### config.mk
export PLATFORM = sky130hd
export DESIGN_NAME = fft_out_collector_flat
export DESIGN_NICKNAME = d
export VERILOG_FILES = /design/src/rtl/fft_out_collector_if.sv /design/src/rtl/fft_out_collector.sv /design/src/flat_wrapper.sv
export SDC_FILE = /design/constraint.sdc
export NUM_CORES = 2
export LEC_CHECK = 0
export CORE_AREA = 4 4 515 262
export DETAILED_ROUTE_END_ITERATION = 10
export DIE_AREA = 0 0 519 266
export PLACE_DENSITY_LB_ADDON = 0.12
export SLEW_MARGIN = 20
export SYNTH_ARGS = -nofsm -noshare
export SYNTH_HDL_FRONTEND = slang
export SYNTH_SLANG_ARGS = --single-unit
### constraint.sdc
create_clock -name clk -period 9.7 [get_ports clk]
set_input_delay 1.94 -clock clk [delete_from_list [all_inputs] [get_ports clk]]
set_output_delay 1.94 -clock clk [all_outputs]
set_load 0.01 [all_outputs]
### src/rtl/fft_out_collector_if.sv
// fft_out_collector_if
// Bundles the two streams around the FFT output collector:
//   in_real/in_img/in_valid/in_done : sample stream from the FFT core.
//   out_real/out_img/out_power/out_index/out_valid/out_ready/out_last :
//     natural-order bin stream to the downstream consumer.
// Modports:
//   slave  - the collector (consumes the FFT stream, produces bins)
//   master - the environment (drives FFT samples, accepts bins)
interface fft_out_collector_if #(
  parameter int DATA_WIDTH = 16,
  parameter int SEQ_LENGTH = 16
) ();
  localparam int LOG2 = $clog2(SEQ_LENGTH);

  logic [DATA_WIDTH-1:0]   in_real;
  logic [DATA_WIDTH-1:0]   in_img;
  logic                    in_valid;
  logic                    in_done;

  logic [DATA_WIDTH-1:0]   out_real;
  logic [DATA_WIDTH-1:0]   out_img;
  logic [2*DATA_WIDTH:0]   out_power;
  logic [LOG2-1:0]         out_index;
  logic                    out_valid;
  logic                    out_ready;
  logic                    out_last;

  modport slave (
    input  in_real, in_img, in_valid, in_done, out_ready,
    output out_real, out_img, out_power, out_index, out_valid, out_last
  );

  modport master (
    output in_real, in_img, in_valid, in_done, out_ready,
    input  out_real, out_img, out_power, out_index, out_valid, out_last
  );
endinterface

### src/rtl/fft_out_collector.sv
// fft_out_collector
// Captures one frame of SEQ_LENGTH FFT output samples (optionally in
// bit-reversed order), then streams the bins out in natural order with
// a valid/ready handshake together with each bin's power re^2 + im^2.
// Ports:
//   clk         - sole clock, rising edge
//   reset_n     - asynchronous active-low reset
//   bus         - fft_out_collector_if.slave (FFT input + bin output streams)
//   busy        - high while capturing or draining
//   frame_done  - one-cycle pulse after the last bin transfers
//   overflow    - sticky: a sample arrived while draining
//   short_frame - sticky: in_done arrived before a full frame was captured
module fft_out_collector #(
  parameter int DATA_WIDTH  = 16,
  parameter int SEQ_LENGTH  = 16,
  parameter int BIT_REVERSE = 1
) (
  input  logic                  clk,
  input  logic                  reset_n,
  fft_out_collector_if.slave    bus,
  output logic                  busy,
  output logic                  frame_done,
  output logic                  overflow,
  output logic                  short_frame
);
  localparam int LOG2 = $clog2(SEQ_LENGTH);
  localparam int CW   = LOG2 + 1;
  localparam int PW   = 2 * DATA_WIDTH;

  typedef enum logic [1:0] {IDLE, CAPTURE, DRAIN} state_t;

  state_t          state_reg, state_next;
  logic [CW-1:0]   wr_cnt_reg;
  logic [LOG2-1:0] rd_ptr_reg;

  logic            wr_en, load_first, advance, finish, set_ovf, set_short;
  logic            xfer;
  logic [LOG2-1:0] wr_idx, wr_idx_rev, wr_addr, rd_next, rd_addr;

  logic [PW-1:0]   mem [SEQ_LENGTH];
  logic [PW-1:0]   rd_word;

  logic signed [DATA_WIDTH-1:0] rd_re, rd_im;
  logic signed [PW-1:0]         sq_re, sq_im;
  logic [PW:0]                  rd_power;

  assign xfer = bus.out_valid && bus.out_ready;
  assign busy = (state_reg != IDLE);

  // Next-state and control strobes
  always_comb begin
    state_next = state_reg;
    wr_en      = 1'b0;
    load_first = 1'b0;
    advance    = 1'b0;
    finish     = 1'b0;
    set_ovf    = 1'b0;
    set_short  = 1'b0;
    case (state_reg)
      IDLE: begin
        if (bus.in_valid) begin
          wr_en      = 1'b1;
          state_next = CAPTURE;
        end
      end
      CAPTURE: begin
        if (bus.in_valid) begin
          wr_en = 1'b1;
          if (wr_cnt_reg == CW'(SEQ_LENGTH - 1)) begin
            // Final sample: present bin 0 on the very next cycle.
            load_first = 1'b1;
            state_next = DRAIN;
          end
        end else if (bus.in_done) begin
          set_short  = 1'b1;
          state_next = IDLE;
        end
      end
      DRAIN: begin
        // Samples arriving here (even on the final transfer) are dropped.
        if (bus.in_valid) set_ovf = 1'b1;
        if (xfer) begin
          if (bus.out_last) begin
            finish     = 1'b1;
            state_next = IDLE;
          end else begin
            advance = 1'b1;
          end
        end
      end
      default: state_next = IDLE;
    endcase
  end

  always_ff @(posedge clk or negedge reset_n) begin
    if (!reset_n) state_reg <= IDLE;
    else          state_reg <= state_next;
  end

  // Write address: sample count, optionally bit-reversed
  assign wr_idx = wr_cnt_reg[LOG2-1:0];
  for (genvar gi = 0; gi < LOG2; gi++) begin : g_rev
    assign wr_idx_rev[gi] = wr_idx[LOG2-1-gi];
  end
  assign wr_addr = (BIT_REVERSE != 0) ? wr_idx_rev : wr_idx;

  // Sample buffer; contents are not reset
  always_ff @(posedge clk) begin
    if (wr_en) mem[wr_addr] <= {bus.in_real, bus.in_img};
  end

  // Read side: fetch the bin about to be presented
  assign rd_next = rd_ptr_reg + LOG2'(1);
  assign rd_addr = load_first ? '0 : rd_next;
  assign rd_word = mem[rd_addr];
  assign rd_re   = rd_word[PW-1:DATA_WIDTH];
  assign rd_im   = rd_word[DATA_WIDTH-1:0];
  // Sign-extended full-width squares; each is non-negative and fits in PW
  // bits, so the sum needs exactly one extra bit.
  assign sq_re    = PW'(rd_re) * PW'(rd_re);
  assign sq_im    = PW'(rd_im) * PW'(rd_im);
  assign rd_power = {1'b0, sq_re} + {1'b0, sq_im};

  always_ff @(posedge clk or negedge reset_n) begin
    if (!reset_n) begin
      wr_cnt_reg    <= '0;
      rd_ptr_reg    <= '0;
      bus.out_valid <= 1'b0;
      bus.out_last  <= 1'b0;
      bus.out_real  <= '0;
      bus.out_img   <= '0;
      bus.out_power <= '0;
      bus.out_index <= '0;
      frame_done    <= 1'b0;
      overflow      <= 1'b0;
      short_frame   <= 1'b0;
    end else begin
      frame_done <= finish;
      if (set_ovf)   overflow    <= 1'b1;
      if (set_short) short_frame <= 1'b1;

      if (set_short || load_first) wr_cnt_reg <= '0;
      else if (wr_en)              wr_cnt_reg <= wr_cnt_reg + CW'(1);

      if (load_first || advance) begin
        // Output registers only change when a new bin is presented, so
        // they hold steady under backpressure.
        bus.out_real  <= rd_word[PW-1:DATA_WIDTH];
        bus.out_img   <= rd_word[DATA_WIDTH-1:0];
        bus.out_power <= rd_power;
        bus.out_index <= rd_addr;
        bus.out_last  <= (rd_addr == LOG2'(SEQ_LENGTH - 1));
        bus.out_valid <= 1'b1;
        rd_ptr_reg    <= rd_addr;
      end else if (finish) begin
        bus.out_valid <= 1'b0;
        bus.out_last  <= 1'b0;
        rd_ptr_reg    <= '0;
      end
    end
  end
endmodule

### src/flat_wrapper.sv
// flat-port wrapper written by rule: the top's interface ports become plain ports
module fft_out_collector_flat 
#(
  parameter int DATA_WIDTH  = 16,
  parameter int SEQ_LENGTH  = 16,
  parameter int BIT_REVERSE = 1
)
  (clk, reset_n, busy, frame_done, overflow, short_frame, bus_in_real, bus_in_img, bus_in_valid, bus_in_done, bus_out_ready, bus_out_real, bus_out_img, bus_out_power, bus_out_index, bus_out_valid, bus_out_last);
  fft_out_collector_if #(.DATA_WIDTH(DATA_WIDTH), .SEQ_LENGTH(SEQ_LENGTH)) bus_i ();
  input  logic clk;
  input  logic reset_n;
  output logic busy;
  output logic frame_done;
  output logic overflow;
  output logic short_frame;
  input wire logic [$bits(bus_i.in_real)-1:0] bus_in_real;
  input wire logic [$bits(bus_i.in_img)-1:0] bus_in_img;
  input wire logic [$bits(bus_i.in_valid)-1:0] bus_in_valid;
  input wire logic [$bits(bus_i.in_done)-1:0] bus_in_done;
  input wire logic [$bits(bus_i.out_ready)-1:0] bus_out_ready;
  output wire logic [$bits(bus_i.out_real)-1:0] bus_out_real;
  output wire logic [$bits(bus_i.out_img)-1:0] bus_out_img;
  output wire logic [$bits(bus_i.out_power)-1:0] bus_out_power;
  output wire logic [$bits(bus_i.out_index)-1:0] bus_out_index;
  output wire logic [$bits(bus_i.out_valid)-1:0] bus_out_valid;
  output wire logic [$bits(bus_i.out_last)-1:0] bus_out_last;
  assign bus_i.in_real = bus_in_real;
  assign bus_i.in_img = bus_in_img;
  assign bus_i.in_valid = bus_in_valid;
  assign bus_i.in_done = bus_in_done;
  assign bus_i.out_ready = bus_out_ready;
  assign bus_out_real = bus_i.out_real;
  assign bus_out_img = bus_i.out_img;
  assign bus_out_power = bus_i.out_power;
  assign bus_out_index = bus_i.out_index;
  assign bus_out_valid = bus_i.out_valid;
  assign bus_out_last = bus_i.out_last;
  fft_out_collector #(.DATA_WIDTH(DATA_WIDTH), .SEQ_LENGTH(SEQ_LENGTH), .BIT_REVERSE(BIT_REVERSE)) u_core (.clk(clk), .reset_n(reset_n), .bus(bus_i), .busy(busy), .frame_done(frame_done), .overflow(overflow), .short_frame(short_frame));
endmodule
==> reports/metrics.sh <==
STATUS='finished with violations'
FAILING_CHECKS='negative setup slack'
UNREPAIRED_SETUP_ENDPOINTS_AFTER_GLOBAL_ROUTING='true'
WORST_SKEW_PAIR.LATE_LATENCY_PS=670
GRT_PASS1_WL_UM=211000
CLOCK.FMAX_MHz=97.7
SYNTH_CELL_TYPES=86
FILLER_CELL_COUNT=12500
YS_FF_LATCH=597
DETAILED_ROUTE_VIAS_PER_INSTANCE=4.79
HTREEDEPTH=2
COMMONEST_CELLS_AFTER_ROUTING_FILL_AND_TAPS_ASIDE='667 x sky130_fd_sc_hd__buf_4, 583 x sky130_fd_sc_hd__inv_1, 512 x sky130_fd_sc_hd__edfxtp_1'
SYNTHESIS.YOSYS.WARNINGS=0
SYNTH_ADDER_AREA_SHARE=0.282
CRITPATHARRIVALTIME_PS=10750
DRT-TOTAL-WL_UM=141000
LAYOUT.CELL_AREA.NON_FILLER_UM2=55900
POSTROUTEANTENNANETS=0
MAX-SLEW-MARGIN-REL=0.180
SYN_AVG_CELL_AREA_UM2=11.3
YOSYS.AREA_SHARE.SIMPLE=0.113
LARGEST_REGISTER='u_core.mem'
WORST_EP_REQUIRED_TIME_PS=10210
FLOORPLAN.CORE_AREA_UM2=131000
LARGEST_REG_FLOPS=512
LARGESTREGISTERS='u_core.mem (512), u_core.bus.out_power (33)'
POST_CTS_HOLD_BUFFER_COUNT=0
FLOORPLAN.ROWS=94
TIMING.HOLD.WS_PS=472
DOMINANT_COMBINATIONAL_CELL_FAMILY_BY_AREA_AFTER_SYNTHESIS='adder cells'
DRIVE_GT1_FRAC=0.266
PLACEDINSTANCEAREA_UM2=51300
SYN_INST=3782
CLOCKBUFFERDEPTH=3
INITIALDRTVIOLATIONCOUNT=2611
FIRST_PASS_ITERATION_COUNT_OF_THE_DETAILED_ROUTER=6
SEQ_AREA_UM2=17500
FINAL.MIN_CLOCK_PERIOD_PS=10230
PLACE.PORT_BUFFERS=111
SYNTH_MUX_AREA_FRAC=0.0310
MULTI_INPUT_AREA_UM2=24100
YOSYS_MOST_USED_DFF='sky130_fd_sc_hd__edfxtp_1'
CP-END-KIND='flop'
WORST_PATH_MAX_DELAY_CELL='sky130_fd_sc_hd__fa_1'
PERIOD_SHARE=1.05
FINAL_CRITICAL_PATH_SETUP_SLACK_PS=-531
FLOORPLAN.INITIALDENSITY=0.328
FIRST_GLOBAL_VIAS=31600
WORST_HOLD_PATH_TYPE='reg2reg'
DRC_ERRORS=0
DRT-WIRELENGTH-PER-CELL_UM=22.1
CP_SLOWEST_STAGE_DELAY_PS=610
LAYOUT_COMMONEST_CELL='sky130_fd_sc_hd__buf_4'
TRITONCTS='built'
FINALSETUPVIOLATIONS=17
YS_SEQ_AREA_FRAC=0.408
DIE-WIDTH_UM=519
GRT.TOTAL_USAGE=0.204
CTS_MADE_BUFFERS=57
LAYOUT.NETS=5288
CTS_NUM_SINKS=597
SYNTH_EDF_COUNT=512
GRT_START_MAX_NET_PINS=54
TIMING.CRITICAL_PATH.FANOUT_MAX=5
YOSYS.AREA_SHARE.XOR_XNOR=0.0202
FINALWEIGHTEDCONGESTION=0.860
CRITICALPATHCATEGORY='in2reg'
INITIAL_ANTENNA_VIOLATION_COUNT=5
POST_SYNTH_INSTANCE_AREA_UM2=42900
NUM_VIAS=30400
PIN_COUNT=112
DIE_AREA_UM2=138000
HOLD_VIOLATIONS=0
POSTSYNTHNETCOUNT=4498
CLOCKROOTBUFFER='sky130_fd_sc_hd__clkbuf_16'
YS_ASYNC_SR_FRACTION=0.142
SYNTH_AREA_IN_COMPOUND_GATES=0.0717
SYN_TO_FINAL_GROWTH_PCT=30.3
DETAILEDPLACEMENTHPWL_UM=103000
CTS.CLK_SLEW.WORST_PATHS_PS=60
SETUP_CLOCK_SKEW_AFTER_LAYOUT_PS=64.7
CP-START-KIND='primary input'
TIGHTESTPINTRANSITION_PS=1230
DRV_SLEW=0
WORST-R2R-SETUP-SLACK_PS=-340
DIE_H_UM=266
MAXCAPVIOLCOUNT=0
GRT_REMAINING_OVERFLOW=0
-- worst max-delay path: cells and delay by family --
family	cells	cell delay (ps)
XOR/XNOR	1	220
adder cells (fa/ha/maj)	8	3760
buffers and inverters	13	1520
AO/OA/AOI/OAI	10	2010
multiplexers	2	610
AND/OR/NAND/NOR	7	630
-- per-stage QoR --
stage,setup WS (ps),TNS [ps],util,std cells
2_1_floorplan,-333,-1980,-,3782
3_5_place_dp,-1920,-33020,0.393,6130
5_1_grt,-835,-10010,0.428,6350
6_report,-531,-4910,0.428,6350
3_3_place_gp,-1900,-31990,0.393,6130
4_1_cts,-537,-4800,0.418,6309
-- per-layer routing --
| metal | GRT usage | wire, um | up-vias |
|---|---|---|---|
| met5 | 0 | 24 | - |
| met4 | 0.0259 | 1730 | 4 |
| met3 | 0.0507 | 10900 | 100 |
| met2 | 0.263 | 52600 | 777 |
| met1 | 0.341 | 75200 | 15300 |
| li1 | - | - | 14200 |
-- final cells by class --
type,instances,share of cell area
multi-input cells,2410,0.431
flip-flops and latches,597,0.313
repair buffers,886,0.144
inverters,620,0.0420
well taps,1728,0.0387
clock buffers,78,0.0282
clock inverters,29,0.00334
diodes,2,0.0000895
-- path summary, 6_finish.rpt --
kind	from	to	depth (start not counted)
min in group asynchronous	reset_n	u_core.bus.out_power[7]	1
max	bus_in_valid	u_core.bus.out_power[30]	41
min reg2reg	u_core.bus.out_real[8]	u_core.bus.out_real[8]	2
max in group asynchronous	reset_n	u_core.rd_ptr_reg[0]	2
min	u_core.bus.out_real[8]	u_core.bus.out_real[8]	2
max reg2reg	u_core.wr_cnt_reg[0]	u_core.bus.out_power[30]	43
-- cells in the mapped netlist (15+ instances only) --
master	count	area (um^2)
sky130_fd_sc_hd__o21ai_0	75	375
sky130_fd_sc_hd__mux4_2	16	360
sky130_fd_sc_hd__a21o_1	36	270
sky130_fd_sc_hd__mux2i_1	91	911
sky130_fd_sc_hd__or2_2	17	106
sky130_fd_sc_hd__buf_2	76	380
sky130_fd_sc_hd__ha_1	201	2510
sky130_fd_sc_hd__a21oi_1	87	435
sky130_fd_sc_hd__xnor2_1	68	596
sky130_fd_sc_hd__buf_4	20	150
sky130_fd_sc_hd__nor2_1	210	788
sky130_fd_sc_hd__nor3_1	34	170
sky130_fd_sc_hd__and2_1	34	213
sky130_fd_sc_hd__a311oi_1	17	149
sky130_fd_sc_hd__inv_1	607	2280
sky130_fd_sc_hd__fa_1	478	9570
sky130_fd_sc_hd__o31ai_1	17	128
sky130_fd_sc_hd__nand3_1	131	656
sky130_fd_sc_hd__nand2_1	515	1930
sky130_fd_sc_hd__clkbuf_1	46	173
sky130_fd_sc_hd__and3_1	20	125
sky130_fd_sc_hd__nor2b_1	21	131
sky130_fd_sc_hd__dfrtp_1	85	2130
sky130_fd_sc_hd__o21a_1	15	113
sky130_fd_sc_hd__o22a_1	34	298
sky130_fd_sc_hd__xor2_1	29	254
sky130_fd_sc_hd__nand2b_1	37	231
sky130_fd_sc_hd__a221oi_1	53	464
sky130_fd_sc_hd__edfxtp_1	512	15400
-- what timing repair did --
action	CTS	global route
pin swaps	105	168
setup buffers	66	40
resized for setup	151	219
cloned	7	2
setup endpoints to repair	19	19
-- kinds of logic after synthesis --
group           Yosys count
compound gates          433
mux                     112
fa+ha+maj               679
buf+inv                 777
flops                   597
simple gates           1086
xor+xnor                 98
Power is left out: the tool's default activity adds up to more than one toggle a clock period on the data nets, which glitch-free logic cannot reach.
